File: src/rtl/mux10.sv
// rtl/mux10.sv - registered 10-to-1 word multiplexer
//
// Purpose: steers one of ten WIDTH-bit inputs d0..d9 onto y, chosen by the
//   4-bit binary select s, with exactly one clock of latency. Selects
//   10..15 load OOR_VAL instead of any data input.
//
// Parameters:
//   WIDTH    data width of d0..d9 and y (>= 1)
//   OOR_VAL  value loaded into y for an out-of-range select
//
// Ports:
//   clk      clock, rising-edge
//   rst      synchronous reset, active-high
//   d0..d9   data inputs, dN selected when s == N
//   s        binary select, valid range 0..9
//   y        registered selected word
//   sel_err  registered out-of-range flag, aligned with y
//            (present only when MUX10_SEL_ERR_EN is defined)
//
// Optional feature macro: MUX10_SEL_ERR_EN
module mux10 #(
  parameter int unsigned        WIDTH   = 16,
  parameter logic [WIDTH-1:0]   OOR_VAL = '0
) (
  input  logic             clk,
  input  logic             rst,
  input  logic [WIDTH-1:0] d0,
  input  logic [WIDTH-1:0] d1,
  input  logic [WIDTH-1:0] d2,
  input  logic [WIDTH-1:0] d3,
  input  logic [WIDTH-1:0] d4,
  input  logic [WIDTH-1:0] d5,
  input  logic [WIDTH-1:0] d6,
  input  logic [WIDTH-1:0] d7,
  input  logic [WIDTH-1:0] d8,
  input  logic [WIDTH-1:0] d9,
  input  logic [3:0]       s,
`ifdef MUX10_SEL_ERR_EN
  output logic             sel_err,
`endif
  output logic [WIDTH-1:0] y
);

  logic [WIDTH-1:0] y_q;

  // The select decode lives inside the clocked block so there is no
  // combinational path from any input to y. Each data input appears only
  // in its own case arm, so an unselected X/Z can never reach y.
  always_ff @(posedge clk) begin
    if (rst) begin
      y_q <= '0;
    end else begin
      case (s)
        4'd0:    y_q <= d0;
        4'd1:    y_q <= d1;
        4'd2:    y_q <= d2;
        4'd3:    y_q <= d3;
        4'd4:    y_q <= d4;
        4'd5:    y_q <= d5;
        4'd6:    y_q <= d6;
        4'd7:    y_q <= d7;
        4'd8:    y_q <= d8;
        4'd9:    y_q <= d9;
        default: y_q <= OOR_VAL;
      endcase
    end
  end

  assign y = y_q;

`ifdef MUX10_SEL_ERR_EN
  logic sel_err_q;

  // Flag is registered on the same edge as y so it marks exactly the
  // cycles where y carries OOR_VAL because of a bad select.
  always_ff @(posedge clk) begin
    if (rst) begin
      sel_err_q <= 1'b0;
    end else begin
      sel_err_q <= (s > 4'd9);
    end
  end

  assign sel_err = sel_err_q;
`endif

endmodule

File: config.mk
export PLATFORM = sky130hd
export DESIGN_NAME = mux10
export DESIGN_NICKNAME = d
export VERILOG_FILES = /design/src/rtl/mux10.sv
export SDC_FILE = /design/constraint.sdc
export NUM_CORES = 1
export LEC_CHECK = 0
export CAP_MARGIN = 30
export CORE_MARGIN = 2
export CORE_UTILIZATION = 32
export DETAILED_ROUTE_END_ITERATION = 12
export PLACE_DENSITY = 0.84
export SETUP_SLACK_MARGIN = 0.3
export SLEW_MARGIN = 15
export SYNTH_ARGS = -nofsm -noshare
export SYNTH_HDL_FRONTEND = slang
export SYNTH_SLANG_ARGS = --single-unit
File: constraint.sdc
create_clock -name clk -period 2.75 [get_ports clk]
set_input_delay 0.275 -clock clk [delete_from_list [all_inputs] [get_ports clk]]
set_output_delay 0.275 -clock clk [all_outputs]
set_load 0.05 [all_outputs]
==> results of run 1 <==
cell type report:
type	count	share of cell area [%]
repair buffers	188	50.8
multi-input cells	191	36.5
flip-flops and latches	16	8.69
well taps	72	2.44
clock buffers	4	1.49
inverters	1	0.102
layer usage:
layer	track usage, %	vias up	share of wire [%]	wire length [um]
met3	6.67	15	11	970
met4	7.24	0	1.8	166
met1	31.6	1248	38	3450
met2	49.8	163	49	4490
met5	0	-	0	0
li1	-	1269	-	-
worst max-delay path by stage:
stage                     startpoint                to
after CTS                       s[0]  y[14]$_SDFF_PP0_
after floorplan                 s[0]  y[10]$_SDFF_PP0_
after global placement          s[0]  y[12]$_SDFF_PP0_
final                           s[0]  y[14]$_SDFF_PP0_
after detailed placement        s[0]  y[14]$_SDFF_PP0_
after global routing            s[0]  y[14]$_SDFF_PP0_
synthesized netlist by cell type, drive strengths merged (2+ instances only):
library cell	count
a31oi	3
a32o	2
nand2	7
nand2b	3
or2	5
nor2	15
and2	6
nor3	2
o22ai	18
o31a	7
a32oi	5
a21oi	18
clkbuf	5
mux2	3
a22o	5
mux2i	10
a22oi	46
o32ai	2
o21ai	7
dfxtp	16
a221oi	2
buf	21
nor2b	9
mux4	2
nand3	3
power by group through the flow:
| stage | registers (uW) | logic (uW) | clock network (uW) |
|---|---|---|---|
| floorplan | 303 | 169 | 0 |
| global placement | 255 | 517 | 0 |
| detailed placement | 255 | 524 | 0 |
| CTS | 250 | 525 | 211 |
| global route | 251 | 559 | 219 |
| finish | 250 | 529 | 211 |
cell families after synthesis:
family          after synthesis  synth area share, %
compound gates              120                 46.6
flops                        16                 17.5
mux                          15                 9.80
simple gates                 56                 17.3
buf+inv                      27                 8.77
per-stage QoR:
stage	setup slack (ns)	instance area (um^2)	total power [uW]	utilization [%]	instances
5_1_grt	0.448	3690	1030	66.9	472
4_1_cts	0.651	3690	986	66.9	472
3_5_place_dp	0.399	3630	779	65.9	468
6_report	0.665	3690	990	66.9	472
2_1_floorplan	1.30	1830	472	-	234
3_3_place_gp	0.537	3630	772	65.9	468
critical path: cells and delay by family:
| kind | cells | cell delay [ns] |
|---|---|---|
| AO/OA/AOI/OAI | 3 | 0.55 |
| buffers and inverters | 1 | 0.57 |
| AND/OR/NAND/NOR | 2 | 0.86 |
==> impl_metrics.tcl, run 1 <==
set metrics [dict create \
    status "finished clean" \
    holdWs_ns 0.607 \
    critPathMaxStageDelay_ns 0.77 \
    max_freq_mhz 480 \
    io_buffers 181 \
    rsz0062_at_grt "false" \
    worst_pin_slew_ns 0.907 \
    crit_path_end_kind "flip-flop" \
    syn-cell-area_um2 1830 \
    cts-htree-levels 1 \
    synthCells 234 \
    cp_slowest_cell "nor2_1" \
    finalHoldViolCount 0 \
    postCtsSetupBuffers 0 \
    slew_headroom_pct 39.3 \
    die_x_um 79.5 \
    dieArea_um2 6330 \
    internal-power_uw 683 \
    top_level_ports 182 \
    std_cell_rows 27 \
    combPwrFrac_pct 53.4 \
    synth_top_area_share_pct 18.9 \
    dp_hpwl_um 7520 \
    cp_max_fo 14 \
    largest_reg_flops 16 \
    setup-violations-final 0 \
    initial_core_util_pct 33.2 \
    power_density_nw_per_um2 269 \
    root_buffer "clkbuf_8" \
    hold_end "y[10]$_SDFF_PP0_" \
    post_drt_wl_per_cell_um 19.2 \
    cts.reportedPaths.clkPinSlew_ns 0.07 \
    postSynthAreaPerCell_um2 7.80 \
    core_um2 5510 \
    p_seq_share_pct 25.2 \
    diodes 0 \
    path_cells "clkdlybuf4s50_1, nor2_1, a22oi_1, o221ai_1, nand2b_1, a21oi_1" \
    hold_buffers 0 \
    synthToLayoutAreaGrowth_pct 102 \
    crit_required_ns 2.93 \
    hp-class "in2reg" \
    synth-seq-area-share_pct 17.5 \
    mostFrequentLayoutCells "180 x clkdlybuf4s50_1, 46 x a22oi_1, 18 x o22ai_1" \
    ctsLongestPathBuffers 2 \
    whs_path_depth 3 \
    maxSlewViolCount 0 \
    route.detailed.drc 0 \
    hold_start "s[2]" \
    antenna_found_initial 0 \
    synth_area_leaders "a22oi_1 19%, dfxtp_1 18%, o22ai_1 6.2%" \
    yosys.area.top_type "a22oi_1" \
    seqCellArea_um2 320 \
    ant_nets 0 \
    routed_wl_um 9080 \
    netSwitchingFraction_pct 31.0 \
    gp_congestion 0.883 \
    grt_pass1_wl_um 13500 \
    grt_start_max_net_pins 25 \
    ir_drop_mv 0.140 \
    via_per_inst 5.71 \
    async_flop_share_pct 0 \
    drive_gt1_share_pct 6.25 \
    start_kind "primary input" \
    ys_types 45 \
    fin_crit_ns 2.08 \
    synth-seq-cells 16 \
    p_clk_share_pct 21.3 \
    cts_tree "yes" \
    fin_nets 567 \
    p_leak_uw 0.00129 \
    drtIter0Drc 163 \
    grtUsageTotal_pct 27.3 \
    final_common_cell "clkdlybuf4s50_1" \
    cts_buffers 3 \
    crit_arrival_ns 2.26 \
    worstSetupPathType "in2reg" \
    p_sw_uw 307 \
    cap_violations 0 \
    clkSinkCount 16 \
    grt_pass1_vias 2720 \
    die_y_um 79.5 \
    synth_edf_count 0 \
    synth_nets 400 \
    ys_warn_count 0 \
    vias 2695 \
    multiInputGateArea_um2 1350 \
    synth-main-ff-cell "dfxtp_1" \
    overflow 0 \
    period_share_pct 75.8 \
    ctsResizeCount 0 \
    fin_tns_setup_ns 0 \
    fillCellCount 473 \
    dr.pass1.iters 5 \
]
Note: power is estimated with default switching activity, not from simulation.
==> run 2, diff against run 1 <==
CORE_UTILIZATION = 30   (was 32)
PLACE_DENSITY = 0.79   (was 0.84)
clock period = 2.05 ns   (was 2.75 ns; I/O delays follow)
==> run 2 against run 1 <==
  * Sequential share of layout area fell by 0.30 points
  * Critical path type is now reg2out
  * Total power rose by 32%
  * Global-route usage fell by 1.4 points
  * Routed wire length grew 1.6%
  * Combinational power grew 40%
  * Largest cell class unchanged
  * Largest power group unchanged
  * Critical endpoint is now y[10]
  * Highest routed layer unchanged
==> impl_metrics.tcl, run 2 (synthesized netlist as in run 1, its figures left out) <==
set metrics [dict create \
    p_sw_uw 409 \
    drtIter0Drc 223 \
    cap_violations 0 \
    period_share_pct 79.7 \
    cts_tree "yes" \
    core_um2 5890 \
    fin_nets 578 \
    path_cells "clkdlybuf4s50_1" \
    cts.reportedPaths.clkPinSlew_ns 0.06 \
    crit_arrival_ns 1.43 \
    path_buf_inv 1 \
    combPwrFrac_pct 56.4 \
    finalHoldViolCount 0 \
    dp_hpwl_um 7770 \
    root_buffer "clkbuf_8" \
    cts_buffers 3 \
    postCtsSetupBuffers 0 \
    p_clk_share_pct 17.8 \
    ant_nets 0 \
    grt_pass1_vias 2733 \
    hold_start "s[2]" \
    netSwitchingFraction_pct 31.3 \
    max_freq_mhz 612 \
    route.detailed.drc 0 \
    drive_gt1_share_pct 10.0 \
    fin_crit_ns 1.63 \
    diodes 0 \
    overflow 0 \
    hp-class "in2reg" \
    hold_buffers 0 \
    grt_pass1_wl_um 13300 \
    grtUsageTotal_pct 25.9 \
    io_buffers 181 \
    crit_path_end_kind "output pin" \
    via_per_inst 5.65 \
    grt_start_max_net_pins 24 \
    mostFrequentLayoutCells "177 x clkdlybuf4s50_1, 45 x a22oi_1, 18 x o22ai_1" \
    largest_reg_flops 16 \
    cp_max_fo 1 \
    gp_congestion 0.987 \
    internal-power_uw 899 \
    antenna_found_initial 0 \
    rsz0062_at_grt "false" \
    final_common_cell "clkdlybuf4s50_1" \
    start_kind "flip-flop" \
    post_drt_wl_per_cell_um 19.0 \
    setup-violations-final 0 \
    die_y_um 82.0 \
    clkSinkCount 16 \
    p_seq_share_pct 25.8 \
    dr.pass1.iters 5 \
    top_level_ports 182 \
    ctsLongestPathBuffers 2 \
    whs_path_depth 5 \
    fin_tns_setup_ns 0 \
    ir_drop_mv 0.295 \
    routed_wl_um 9220 \
    cts-htree-levels 1 \
    cp_slowest_cell "clkdlybuf4s50_1" \
    worst_pin_slew_ns 0.559 \
    hold_end "y[14]$_SDFF_PP0_" \
    slew_headroom_pct 62.6 \
    power_density_nw_per_um2 342 \
    vias 2738 \
    dieArea_um2 6720 \
    crit_required_ns 1.85 \
    maxSlewViolCount 0 \
    die_x_um 82.0 \
    path_delay_family "buffers and inverters" \
    final_cell_area_um2 3820 \
    std_cell_rows 28 \
    synthToLayoutAreaGrowth_pct 109 \
    worstSetupPathType "reg2out" \
    status "finished clean" \
    p_leak_uw 0.00137 \
    initial_core_util_pct 31.0 \
    critPathMaxStageDelay_ns 0.82 \
    dpl_cell_area_um2 3750 \
]
## run 2: cell types whose count changed in the layout (fill, tap and decap cells not counted), sizes merged
cell and delta:
buf +11, clkbuf -1, clkdlybuf4s50 -3, dlygate4sd2 +1
dlymetal6s2s +2
## run 2: power by group through the flow
stage               registers (uW)  logic, uW  clock network (uW)
floorplan                      407        226                   0
global placement               344        722                   0
finish                         337        738                 233
global route                   339        781                 255
CTS                            337        730                 234
detailed placement             344        726                   0
## run 2: timing repair
action,CTS,global route
endpoints found under the setup margin,9,12
gates resized for setup,4,6
endpoints found under the hold margin,0,0
pin swaps,0,0
## run 2: final cells by class
class | instances | area [um^2]
Timing Repair Buffer | 199 | 2000
Inverter | 1 | 3.75
Multi-Input combinational cell | 191 | 1360
Tap cell | 75 | 93.8
Fill cell | 531 | 2070
Clock buffer | 3 | 41.3
Sequential cell | 16 | 320
## run 2: worst max path at each step
stage,start,endpoint,depth (start not counted)
after floorplan,s[0],y[10]$_SDFF_PP0_,7
final,y[10]$_SDFF_PP0_,y[10],1
after CTS,s[3],y[13]$_SDFF_PP0_,8
after global placement,s[0],y[4]$_SDFF_PP0_,5
after global routing,y[10]$_SDFF_PP0_,y[10],1
after detailed placement,s[0],y[4]$_SDFF_PP0_,5
## run 2: routing by layer
layer,global-route usage (%),vias up,share of wire (%)
met5,0,-,0
met4,7.67,0,2.4
met3,5.71,19,11
met2,44.9,165,46
met1,31.9,1263,40
li1,-,1291,-
## run 2: through the flow
| stage | total power [uW] | util (%) | worst slack [ns] | hold WS [ns] | instances |
|---|---|---|---|---|---|
| after floorplan | 633 | - | 0.671 | 0.397 | 234 |
| after global placement | 1070 | 63.8 | -0.0160 | 0.820 | 482 |
| after detailed placement | 1070 | 63.8 | -0.00886 | 0.820 | 482 |
| after CTS | 1300 | 64.6 | 0.284 | 0.568 | 485 |
| after global routing | 1370 | 64.9 | 0.358 | 0.605 | 485 |
| final | 1310 | 64.9 | 0.417 | 0.569 | 485 |
==> run 3, diff against run 2 <==
clock period = 1.7 ns   (was 2.05 ns; I/O delays follow)
==> run 3 against run 2 <==
  * Combinational power increased by 26%
  * Sequential power up 20%
  * Final cell count increased by 4.3%
  * Sequential share of layout area decreased by 0.38 points
  * Utilization rose by 3.0 points
  * Sequential cell count unchanged
  * Clock-buffer cell count is 1 higher
  * Clock power grew 52%
  * Non-clock buffer count grew 20
  * Worst hold slack worse by 0.18 ns
  * First-iteration DRC count increased by 9.4%
  * Global-route usage is 2.6 points higher
==> impl_metrics.tcl, run 3 (synthesized netlist as in run 1, its figures left out) <==
set metrics [dict create \
    status "finished clean" \
    power_density_nw_per_um2 423 \
    root_buffer "clkbuf_8" \
    antenna_found_initial 0 \
    worstSetupEndpoint "y[2]$_SDFF_PP0_" \
    drtIter0Drc 244 \
    largest_reg_flops 16 \
    setup-violations-final 0 \
    post_drt_wl_per_cell_um 19.6 \
    ctsLongestPathBuffers 2 \
    dieArea_um2 6720 \
    start_kind "primary input" \
    place_inst 501 \
    initial_core_util_pct 31.0 \
    power_uw 1690 \
    hp-class "in2reg" \
    grtUsageTotal_pct 28.5 \
    cts.reportedPaths.clkPinSlew_ns 0.07 \
    worst_pin_slew_ns 0.531 \
    routed_wl_um 9910 \
    ir_drop_mv 0.274 \
    slew_headroom_pct 64.7 \
    mostFrequentLayoutCells "161 x clkdlybuf4s50_1, 40 x a22oi_1, 36 x buf_4" \
    dp_hpwl_um 8360 \
    cts_tree "yes" \
    final_util_pct 67.9 \
    finalNonFillerCells 506 \
    diodes 0 \
    final_common_cell "clkdlybuf4s50_1" \
    cts_buffers 3 \
    grt_pass1_wl_um 14400 \
    crit_path_start "s[3]" \
    via_per_inst 5.62 \
    period_share_pct 80.3 \
    cap_violations 0 \
    clkSinkCount 16 \
    crit_path_end_kind "flip-flop" \
    max_freq_mhz 733 \
    overflow 0 \
    crit_required_ns 1.85 \
    cp_max_fo 7 \
    worstSetupPathType "in2reg" \
    drive_gt1_share_pct 18.3 \
    p_leak_uw 0.00152 \
    gp_congestion 0.955 \
    finalHoldViolCount 0 \
    rsz0062_at_grt "false" \
    fin_nets 598 \
    dpl_cell_area_um2 3870 \
    cts-htree-levels 1 \
    maxSlewViolCount 0 \
    io_buffers 181 \
    fin_crit_ns 1.37 \
    synthToLayoutAreaGrowth_pct 119 \
    grt_start_max_net_pins 15 \
    vias 2845 \
    die_x_um 82.0 \
    die_y_um 82.0 \
    final_cell_area_um2 4000 \
    top_level_ports 182 \
    holdWs_ns 0.389 \
    dr.pass1.iters 5 \
    route.detailed.drc 0 \
    ant_nets 0 \
    crit_arrival_ns 1.51 \
    std_cell_rows 28 \
    core_um2 5890 \
    grt_pass1_vias 2863 \
]
-- run 3: report_power, final --
group / total, uW / internal [uW] / switching, uW
Clock: 353 / 206 / 147
Sequential: 406 / 397 / 8.88
Combinational: 932 / 547 / 385
Total: 1690 / 1150 / 541
-- run 3: area by class of cell --
cell class	instances	area, um^2
clock buffers	4	55.1
fillers	522	1890
inverters	1	3.75
multi-input cells	191	1430
flip-flops and latches	16	320
well taps	75	93.8
repair buffers	219	2090
-- run 3: layer usage --
metal	GRT usage [%]	wire, um	vias up
li1	-	-	1330
met1	34.9	3980	1308
met2	48.5	4740	188
met3	7.47	986	19
met4	9.00	205	0
met5	0	0	-
-- run 3: worst min-delay path by stage --
| stage | startpoint | to | slack (ns) | cells after the start |
|---|---|---|---|---|
| floorplan | rst | y[0]$_SDFF_PP0_ | 0.36 | 2 |
| global placement | y[9]$_SDFF_PP0_ | y[9] | 0.63 | 1 |
| detailed placement | y[9]$_SDFF_PP0_ | y[9] | 0.63 | 1 |
| CTS | s[2] | y[14]$_SDFF_PP0_ | 0.46 | 5 |
| global route | s[0] | y[1]$_SDFF_PP0_ | 0.39 | 3 |
| finish | s[0] | y[1]$_SDFF_PP0_ | 0.39 | 3 |
-- run 3: through the flow --
step	setup WS, ns	TNS, ns
after floorplan	0.356	0
after global placement	-0.266	-3.08
after detailed placement	-0.317	-3.84
after CTS	0.306	0
after global routing	0.294	0
final	0.335	0
-- run 3: timing repair --
action                                  in CTS  in global routing
hold buffers                                 0                  0
endpoints found under the setup margin      30                 14
gates resized for setup                     26                 21
setup buffers                                0                  1
-- run 3: worst max-delay path: stages --
cell	delay [ns]
clkdlybuf4s15_1	0.20
buf_6	0.15
buf_4	0.16
and2_2	0.22
a22oi_1	0.21
o22ai_1	0.13
o31a_1	0.26
==> edit, RTL diff (settings of run 1) <==
Set the parameter `WIDTH` to 20 (it was 16).
--- a/src/rtl/mux10.sv
+++ b/src/rtl/mux10.sv
@@ -21,3 +21,3 @@
 module mux10 #(
-  parameter int unsigned        WIDTH   = 16,
+  parameter int unsigned        WIDTH   = 20,
   parameter logic [WIDTH-1:0]   OOR_VAL = '0
Ports: changed (11 resized); port bits go from 182 to 226. No check against the original RTL was run, so the function may have changed too.
==> edit against run 1 <==
Non-clock buffer count up 46. Combinational power is 21% higher. Die area increased by 22%. Fmax is 3.3% higher. Via count increased by 17%. Design area increased by 24%. Worst hold slack better by 0.012 ns. Sequential power rose by 24%. Sequential cell count is 4 higher. Setup slack gained 0.066 ns. Synthesized area up 23%. Power is 27% higher. Routed wire length increased by 25%. Critical endpoint is now y[3]. Largest power group unchanged.
==> edit: results (changes against run 1) <==
<table>
<tr><th>Metric</th><th>Value</th></tr>
<tr><th colspan="2">Synthesis</th></tr>
<tr><td>Sequential area share after synthesis</td><td>17.8% (+0.29 points)</td></tr>
<tr><td>Mapped Cells</td><td>264 (+13%)</td></tr>
<tr><td>Synthesized netlist net count</td><td>470 (+18%)</td></tr>
<tr><td>Multiplexer area fraction after synthesis</td><td>16.7% (+6.9 points)</td></tr>
<tr><td>Dominant cells by area after synthesis</td><td>sky130_fd_sc_hd__dfxtp_1 18%, sky130_fd_sc_hd__a22oi_1 15%, sky130_fd_sc_hd__mux2i_1 11%</td></tr>
<tr><td>Top cells by count, synth</td><td>44 x sky130_fd_sc_hd__a22oi_1, 24 x sky130_fd_sc_hd__mux2i_1, 22 x sky130_fd_sc_hd__o22ai_1, 20 x sky130_fd_sc_hd__dfxtp_1, 17 x sky130_fd_sc_hd__nor2_1</td></tr>
<tr><th colspan="2">Finish</th></tr>
<tr><td>Final #Nets</td><td>682 (+20%)</td></tr>
<tr><td>Layout fillers</td><td>583 (+23%)</td></tr>
<tr><td>Flip-flop count of the largest register after layout</td><td>20 (+4)</td></tr>
<tr><th colspan="2">Global route</th></tr>
<tr><td>Wire length of the first global-routing pass</td><td>16200 um (+20%)</td></tr>
<tr><td>Global router's overall resource usage</td><td>27.3% (-0.047 points)</td></tr>
<tr><th colspan="2">Run status</th></tr>
<tr><td>Result of the run</td><td>finished clean</td></tr>
<tr><th colspan="2">Place</th></tr>
<tr><td>Port Buffers</td><td>225 (+24%)</td></tr>
<tr><td>Dpl cells</td><td>567 (+21%)</td></tr>
<tr><td>GPL Wtd Cong</td><td>0.842 (-4.7%)</td></tr>
<tr><td>Worst setup timing slack at the placement stage</td><td>0.472 ns (+0.0725 ns)</td></tr>
<tr><td>Placed inst area</td><td>4490 um2 (+24%)</td></tr>
<tr><td>Detailed Place HPWL</td><td>9240 um (+23%)</td></tr>
<tr><th colspan="2">Drt</th></tr>
<tr><td>Post-detailed-route via-to-cell ratio</td><td>5.52 (-3.3%)</td></tr>
<tr><td>Met3 wire len</td><td>941 um (-3.0%)</td></tr>
<tr><td>Wl on met1</td><td>4380 um (+27%)</td></tr>
<tr><td>Total wire length</td><td>11400 um (+25%)</td></tr>
<tr><td>First-pass detailed-route iteration total</td><td>4 (-1)</td></tr>
<tr><td>Count of routing violations after the opening detailed-route iteration</td><td>233 (+43%)</td></tr>
<tr><th colspan="2">Hold path</th></tr>
<tr><td>Worst hold path startpoint</td><td>s[3]</td></tr>
<tr><td>Terminating pin of the worst hold path</td><td>y[6]</td></tr>
<tr><th colspan="2">STA</th></tr>
<tr><td>Transition time of the tightest slew-check pin</td><td>0.811 ns (-0.0964 ns)</td></tr>
<tr><th colspan="2">Worst setup path</th></tr>
<tr><td>Critical Path Source</td><td>s[1]</td></tr>
<tr><td>Arrival time reported for the critical path endpoint</td><td>2.23 ns (-0.03 ns)</td></tr>
</table>
[edit: changes by cell type in the layout (fill, tap and decap cells not counted), moves of 5 or more]
cell and change:
sky130_fd_sc_hd__mux2i_1 +14, sky130_fd_sc_hd__clkdlybuf4s50_1 +42, sky130_fd_sc_hd__and3b_1 +5, sky130_fd_sc_hd__nand3b_1 +7, sky130_fd_sc_hd__a22o_1 +7
[edit: cell families after synthesis]
logic type	count (synthesis)
buf+inv	29
simple gates	63
flops	20
compound gates	122
mux	30
[edit: how the worst max path moves through the flow]
stage / end / slack, ns / cells after the start
after floorplan: y[12] / 1.28 / 6
after global placement: y[3] / 0.56 / 7
after detailed placement: y[3] / 0.47 / 7
after CTS: y[15] / 0.73 / 7
after global routing: y[10] / 0.58 / 7
final: y[3] / 0.73 / 7
[edit: layer usage]
metal / up-vias / track usage (%)
li1: 1493 / -
met3: 18 / 6.13
met5: - / 0
met4: 0 / 7.55
met2: 162 / 49.0
met1: 1479 / 32.6
[edit: final cells by class]
type | instances | area [um2] | share of cell area (%)
tap | 96 | 120 | 2.63
clock inverter | 1 | 30.0 | 0.658
timing repair buffer | 234 | 2300 | 50.5
inverter | 2 | 7.51 | 0.164
multi-input combinational | 215 | 1660 | 36.4
clock buffer | 3 | 41.3 | 0.904
sequential | 20 | 400 | 8.77
[edit: worst max-delay path, cell delays in order]
cell and delay [ns]:
sky130_fd_sc_hd__clkdlybuf4s50_1 0.57, sky130_fd_sc_hd__buf_4 0.25, sky130_fd_sc_hd__buf_4 0.20, sky130_fd_sc_hd__or2_2 0.37, sky130_fd_sc_hd__a21oi_1 0.21, sky130_fd_sc_hd__buf_4 0.19, sky130_fd_sc_hd__o41a_1 0.15
[edit: per-stage QoR]
stage	power (mW)	hold WS, ns
2_1_floorplan	0.581	0.460
3_3_place_gp	0.946	0.873
3_5_place_dp	0.954	0.887
4_1_cts	1.26	0.610
5_1_grt	1.31	0.664
6_report	1.26	0.620
[edit: power breakdown]
part | internal [mW] | switching [mW]
clock | 0.195 | 0.110
sequential | 0.305 | 0.00437
combinational | 0.386 | 0.256
